## config.mk

```make
export PLATFORM = sky130hd
export DESIGN_NAME = dmux16_stream
export DESIGN_NICKNAME = d
export VERILOG_FILES = /design/src/rtl/dmux16_stream.sv
export SDC_FILE = /design/constraint.sdc
export NUM_CORES = 1
export LEC_CHECK = 0
export CELL_PAD_IN_SITES_DETAIL_PLACEMENT = 0
export CELL_PAD_IN_SITES_GLOBAL_PLACEMENT = 1
export CORE_MARGIN = 2
export CORE_UTILIZATION = 43
export DETAILED_ROUTE_END_ITERATION = 12
export GPL_TIMING_DRIVEN = 0
export MAX_ROUTING_LAYER = met4
export PLACE_DENSITY = 0.89
export SLEW_MARGIN = 10
export SYNTH_ARGS = -nofsm -noshare
export SYNTH_HDL_FRONTEND = slang
export SYNTH_SLANG_ARGS = --single-unit
```

## constraint.sdc

```tcl
create_clock -name CLK -period 2.75 [get_ports CLK]
set_clock_uncertainty 0.2 [all_clocks]
set_input_delay 0.4125 -clock CLK [delete_from_list [all_inputs] [get_ports CLK]]
set_output_delay 0.4125 -clock CLK [all_outputs]
set_load 0.1 [all_outputs]
```

## src/rtl/dmux16_stream.sv

```systemverilog
// dmux16_stream -- one input stream steered into two independent output FIFOs.
//
// Each input word is written to the FIFO that SEL picks while the word is on
// IN: SEL=0 picks channel A and SEL=1 picks channel B. Each channel shows its
// oldest word on its output port. A channel's port reads as zero while that
// channel is empty.
//
// Ports
//   CLK       in   clock; all state updates on the rising edge
//   RESET     in   asynchronous active-high reset
//   IN        in   WIDTH  input word
//   SEL       in   destination select (0 = A, 1 = B)
//   IN_VALID  in   IN/SEL valid this cycle
//   IN_READY  out  the channel selected by SEL can take a word
//   A         out  WIDTH  channel A head word (zero when empty)
//   A_VALID   out  channel A is non-empty (registered)
//   A_READY   in   consumer pops channel A
//   B         out  WIDTH  channel B head word (zero when empty)
//   B_VALID   out  channel B is non-empty (registered)
//   B_READY   in   consumer pops channel B
module dmux16_stream #(
   parameter int WIDTH = 16,
   parameter int DEPTH = 2
) (
   input  logic             CLK,
   input  logic             RESET,
   input  logic [WIDTH-1:0] IN,
   input  logic             SEL,
   input  logic             IN_VALID,
   output logic             IN_READY,
   output logic [WIDTH-1:0] A,
   output logic             A_VALID,
   input  logic             A_READY,
   output logic [WIDTH-1:0] B,
   output logic             B_VALID,
   input  logic             B_READY
);

   localparam int PTR_W = (DEPTH > 1) ? $clog2(DEPTH) : 1;
   localparam int CNT_W = $clog2(DEPTH + 1);
   localparam logic [CNT_W-1:0] FULL_CNT = CNT_W'(DEPTH);

   logic [1:0]            ready_in;
   logic [1:0]            valid;
   logic [1:0]            full;
   logic [1:0]            push;
   logic [1:0]            pop;
   logic [1:0][WIDTH-1:0] head;

   assign ready_in = {B_READY, A_READY};

   // Readiness depends only on SEL and the registered fullness flags. It does
   // not depend on the consumer readies. A pop on a full channel therefore
   // frees the slot only from the next cycle onward.
   assign IN_READY = ~RESET & ~full[SEL];

   for (genvar gi = 0; gi < 2; gi++) begin : g_ch
      localparam logic CH = (gi == 1);

      logic [WIDTH-1:0] mem_q [DEPTH];
      logic [PTR_W-1:0] wr_ptr_q;
      logic [PTR_W-1:0] rd_ptr_q;
      logic [CNT_W-1:0] count_q;
      logic [CNT_W-1:0] count_d;
      logic             valid_q;

      assign push[gi] = IN_VALID & IN_READY & (SEL == CH);
      assign pop[gi]  = valid_q & ready_in[gi];
      assign full[gi] = (count_q == FULL_CNT);

      always_comb begin
         count_d = count_q;
         case ({push[gi], pop[gi]})
            2'b10:   count_d = count_q + CNT_W'(1);
            2'b01:   count_d = count_q - CNT_W'(1);
            default: count_d = count_q;
         endcase
      end

      // DEPTH is a power of two, so the pointers wrap from DEPTH-1 to 0 by
      // ordinary overflow.
      always_ff @(posedge CLK or posedge RESET) begin
         if (RESET) begin
            wr_ptr_q <= '0;
            rd_ptr_q <= '0;
            count_q  <= '0;
            valid_q  <= 1'b0;
         end else begin
            if (push[gi]) wr_ptr_q <= wr_ptr_q + PTR_W'(1);
            if (pop[gi])  rd_ptr_q <= rd_ptr_q + PTR_W'(1);
            count_q <= count_d;
            valid_q <= (count_d != '0);
         end
      end

      // The storage needs no reset. Reset empties the channel through the
      // count, and the output gating hides any stale contents.
      always_ff @(posedge CLK) begin
         if (push[gi]) mem_q[wr_ptr_q] <= IN;
      end

      assign valid[gi] = valid_q;
      assign head[gi]  = valid_q ? mem_q[rd_ptr_q] : '0;
   end

   assign A       = head[0];
   assign A_VALID = valid[0];
   assign B       = head[1];
   assign B_VALID = valid[1];

endmodule

```

Word level (Yosys, flattened, before mapping)
Memory sizes are Yosys's and may differ from the RTL's.
Cells that the tools add are included.
{"block": "op_classes", "n_addsub": 8, "n_lt_le_gt_ge": 1, "eq_ne": 6, "muxes": 10, "n_bitwise": 9, "reduce_logical": 2}
{"cell": "$mux W16", "n": 2}
{"cell": "$eq A2 B2 Y1 const B", "n": 4}
{"cell": "$pmux W2 S2", "n": 2}
{"cell": "$and A1 B1 Y1", "n": 6}
{"cell": "$mux W1", "n": 6}
{"cell": "$add A1 B1 Y1 const B", "n": 4}
{"cell": "$add A2 B1 Y2 const B", "n": 2}
{"cell": "$eq A2 B1 Y1 const B", "n": 2}
{"cell": "$reduce_bool A2 Y1", "n": 2}
{"cell": "$sub A2 B1 Y2 const B", "n": 2}
{"cell": "$not A1 Y1", "n": 3}
{"cell": "$lt A1 B2 Y1 const B", "n": 1}
{"block": "word_totals", "regBits": 10, "mem_bits_rw": 64, "out_inout_bits": 35, "wordCells": 46, "mem_count": 2}
{"name": "g_ch[0].mem_q", "words": 2, "word_bits": 16, "read_ports": 1, "rd_ports_with_merged_regs": 0, "wr": 1, "line": "60", "source": "logic [WIDTH-1:0] mem_q [DEPTH];"}
{"name": "g_ch[1].mem_q", "words": 2, "word_bits": 16, "read_ports": 1, "rd_ports_with_merged_regs": 0, "wr": 1, "line": "60"}

Logic depth before layout (Yosys ltp)
{"block": "depth", "depth_word": 10, "depth_mapped": 6}

Worst setup path after synthesis
OpenSTA, ideal clock, no wires.
{"block": "synth_path", "path_type": "register to output", "start": "register g_ch[1].valid_q (netlist: B_VALID)", "end": "output B[0]", "arrival_ns": 2.615, "required_ns": 2.138, "slack_ns": -0.477, "stages_incl_launch_ff": 3, "cell_sequence": "dfrtp_1 -> clkbuf_1 -> nor2b_1"}
{"block": "synth_between", "elab_chain_len": 1}
{"element": "from (decl)", "line": "65", "source": "logic valid_q;"}
{"element": "from (signal assigned)", "line": "92", "source": "valid_q <= (count_d != '0);"}
{"element": "$mux W16", "line": "103", "source": "assign head[gi] = valid_q ? mem_q[rd_ptr_q] : '0;"}
{"element": "to (decl)", "line": "34", "source": "output logic [WIDTH-1:0] B,"}
No other way between the ends.

Final worst setup path
{"block": "layout_path", "start": "input SEL", "end": "output IN_READY"}
{"block": "layout_between", "elab_chain_len": 4}
{"element": "from (decl)", "line": "28", "source": "input logic SEL,"}
{"element": "$mux W1 (implied by the code) (2 in a row)", "line": "55", "source": "assign IN_READY = ~RESET & ~full[SEL];"}
{"element": "$not A1 Y1", "line": "55"}
{"element": "$and A1 B1 Y1", "line": "55"}
{"element": "to (decl)", "line": "30", "source": "output logic IN_READY,"}
No other way between the ends. The select of a mux whose other input is x is not followed.

==> flow_summary.yaml <==
run_status:
  status: "completed"
clock_tree:
  cts-htree-levels: 3
  numClockSinks: 74
  insertion_delay_ps: 340
  clockBufferDepth: 2
  clk_pin_slew_worst_paths_ps: 70
  cts_tree: "done"
  cts-root-buf: "clkbuf_8"
  post_cts_buffers: 0
  cts_buffers: 9
floorplanning:
  die_x_um: 87.95
  fp-row-count: 30
  ios: 57
  die_area_mm2: 0.007735
  start_util_pct: 44.60
  die_height_um: 87.95
  core_mm2: 0.006794
global_route:
  grt.overflow.total: 0
  grt_pass1_vias: 1707
  antenna_found_initial: 0
  grt_max_degree: 14
  grt_pass1_wl_mm: 8.797
  grt_usage_pct: 16.59
job:
  maxCapViolCount: 0
timing:
  max_slew.worst_pin.slew_ps: 961.0
  hold_ws_ps: 252.2
  max_freq_mhz: 380.7
  slew_headroom_pct: 35.83
  rsz0062_at_grt: "no"
  setup_slack_ps: 123.0
  post-route-period-util_pct: 95.53
  min_period_ps: 2627
  setup_viol: 0
  maxSlewViolCount: 0
  hold_violations: 0
yosys:
  synth_cell_types: 19
  muxShareOfSynthArea_pct: 10.90
  synthCells: 182
  synth_xor_area_share_pct: 3.716
  avgSynthCellArea_um2: 16.65
  synth_adder_area_share_pct: 0.8258
  ys_ff_latch: 74
  synth_nets: 206
  synthSimpleGateAreaFrac_pct: 10.03
  synth-compound-area-share_pct: 0.4955
  synth_top_family_by_area: "multiplexers"
  ys_warn_count: 0
  syn_area_mm2: 0.003030
  synth-seq-area-share_pct: 71.68
place:
  gp_congestion: 0.7134
  dp_slack_ps: -193.7
  place_hpwl_mm: 3.961
  place_area_mm2: 0.003861
  portBuffers: 56
cells_and_area:
  area_growth_pct: 34.72
  diodes: 0
  nets: 277
  fin_area_mm2: 0.004083
  drive_gt1_share_pct: 32.95
  post-route-util_pct: 60.09
  multi_input_area_um2: 877.1
  final-seq-area_mm2: 0.002172
  fillers: 525
setup_path:
  path_cells: "clkdlybuf4s50_1, mux2i_1, nor2_1, dlygate4sd2_1"
  cp-end-kind: "primary output"
  cp.arrival_ps: 2010
  critPathKind: "in -> out"
  rr_startpoint: "g_ch[1].count_q[0]"
  required_ps: 2140
  path_max_fanout: 3
  crit_path_max_incr_delay_ps: 850
  slowest_stage: "dlygate4sd2_1"
  startpoint_type: "primary input"
  r2r_slack_ps: 860
  r2r_cells: 4
  regToRegEndpoint: "g_ch[1].mem_q[0][9]"
route:
  routed_via_density: 4.655
  drc_errors: 0
  wirelength_mm: 5.694
  drtPass1Iterations: 4
  vias: 1648
  routedWlPerCell_um: 16.08
  first_iter_violations: 82
  postRouteAntennaNets: 0
hold_path:
  hp-class: "in -> async"
## critical path: cells and delay by family
| family | cells | cell delay, ps |
|---|---|---|
| and+or+nand+nor | 1 | 80 |
| buffers and inverters | 2 | 1410 |
| muxes | 1 | 100 |
## logic make-up (layout without fill, tap and decap cells)
family,after synthesis,after routing
flip-flops,74,74
AND/OR/NAND/NOR,50,50
multiplexers,33,33
XOR/XNOR,12,12
buffers and inverters,9,85
adder cells (fa/ha/maj),2,2
AO/OA/AOI/OAI,2,2
## area by class of cell
type / instances / area share [%]
Clock inverter: 7 / 2.298
Multi-Input combinational cell: 99 / 21.48
Buffer: 6 / 1.502
Inverter: 3 / 0.2758
Clock buffer: 9 / 3.034
Sequential cell: 74 / 53.20
Timing Repair Buffer: 60 / 15.26
Tap cell: 96 / 2.942
## worst max path at each step
| stage | startpoint | endpoint | slack, ps | cells after the start |
|---|---|---|---|---|
| finish | SEL | IN_READY | 120 | 4 |
| CTS | B_VALID | B[14] | 1 | 3 |
| global placement | RESET | g_ch[1].mem_q[1][1] | -510 | 4 |
| global route | A_VALID | A[3] | 9 | 3 |
| detailed placement | B_VALID | B[5] | -190 | 3 |
| floorplan | B_VALID | B[0] | 40 | 2 |
## timing repair
item                                    in CTS  in global routing
gates resized for setup                     74                  9
pin swaps                                    0                  0
hold buffers                                 0                  0
endpoints found under the setup margin      33                 15
## sequential cells by signal, indices dropped and copies added, names as in the netlist
signal / flops
g_ch.count_q: 4
g_ch.rd_ptr_q: 2
g_ch.mem_q: 64
g_ch.wr_ptr_q: 2
B_VALID: 1
A_VALID: 1
## synth_stat cells, drive strengths merged
cell    count  share of area [%]
nor2       12                1.5
a22oi       2               0.50
edfxtp     64                 63
nand2b      2               0.50
xnor2       8                2.6
mux2i      33                 11
and2        2               0.41
nand4       1               0.70
inv         3               0.37
xor2        4                1.2
nor2b      32                6.6
nand3       1               0.33
clkbuf      2               0.25
dfrtp      10                8.3
buf         4                1.7
ha          2               0.83
## placed cells by master, fill, tap and decap left out
cell | netlist | layout
buf_2 | 0 | 1
nor2_1 | 12 | 8
buf_8 | 2 | 6
nand3_2 | 1 | 1
buf_6 | 2 | 2
dlygate4sd2_1 | 0 | 13
clkinvlp_4 | 0 | 2
inv_1 | 3 | 3
ha_1 | 2 | 2
nor2_2 | 0 | 4
clkdlybuf4s18_2 | 0 | 4
clkdlybuf4s15_2 | 0 | 15
clkdlybuf4s50_1 | 0 | 21
dlymetal6s2s_1 | 0 | 2
clkinv_4 | 0 | 1
a22oi_1 | 2 | 2
nand2b_1 | 1 | 1
xnor2_2 | 1 | 1
nand4_4 | 1 | 1
dfrtp_1 | 10 | 10
clkbuf_2 | 0 | 1
xnor2_1 | 7 | 7
edfxtp_1 | 64 | 64
clkbuf_8 | 0 | 9
mux2i_1 | 33 | 33
bufinv_16 | 0 | 2
xor2_1 | 4 | 4
and2_1 | 2 | 2
nand2b_2 | 1 | 1
clkbuf_1 | 2 | 1
nor2b_2 | 0 | 32
clkinv_2 | 0 | 2
## through the flow
| step | TNS (ps) | std cells |
|---|---|---|
| 4_1_cts | 0 | 354 |
| 2_1_floorplan | 0 | 182 |
| 5_1_grt | 0 | 354 |
| 3_3_place_gp | -26460 | 334 |
| 3_5_place_dp | -2862 | 338 |
| 6_report | 0 | 354 |
## metal layers
layer | routed length (um) | track usage, % | share of wire, % | vias up
met4 | 140 | 7.692 | 2.5 | 0
met1 | 2418 | 19.46 | 42 | 796
met3 | 224 | 4.147 | 3.9 | 11
li1 | - | - | - | 800
met2 | 2910 | 26.93 | 51 | 41
met5 | 0 | - | 0 | -
Power is not shown: default switching activity piles up to over one toggle a cycle in this logic, so the estimate is an artifact.
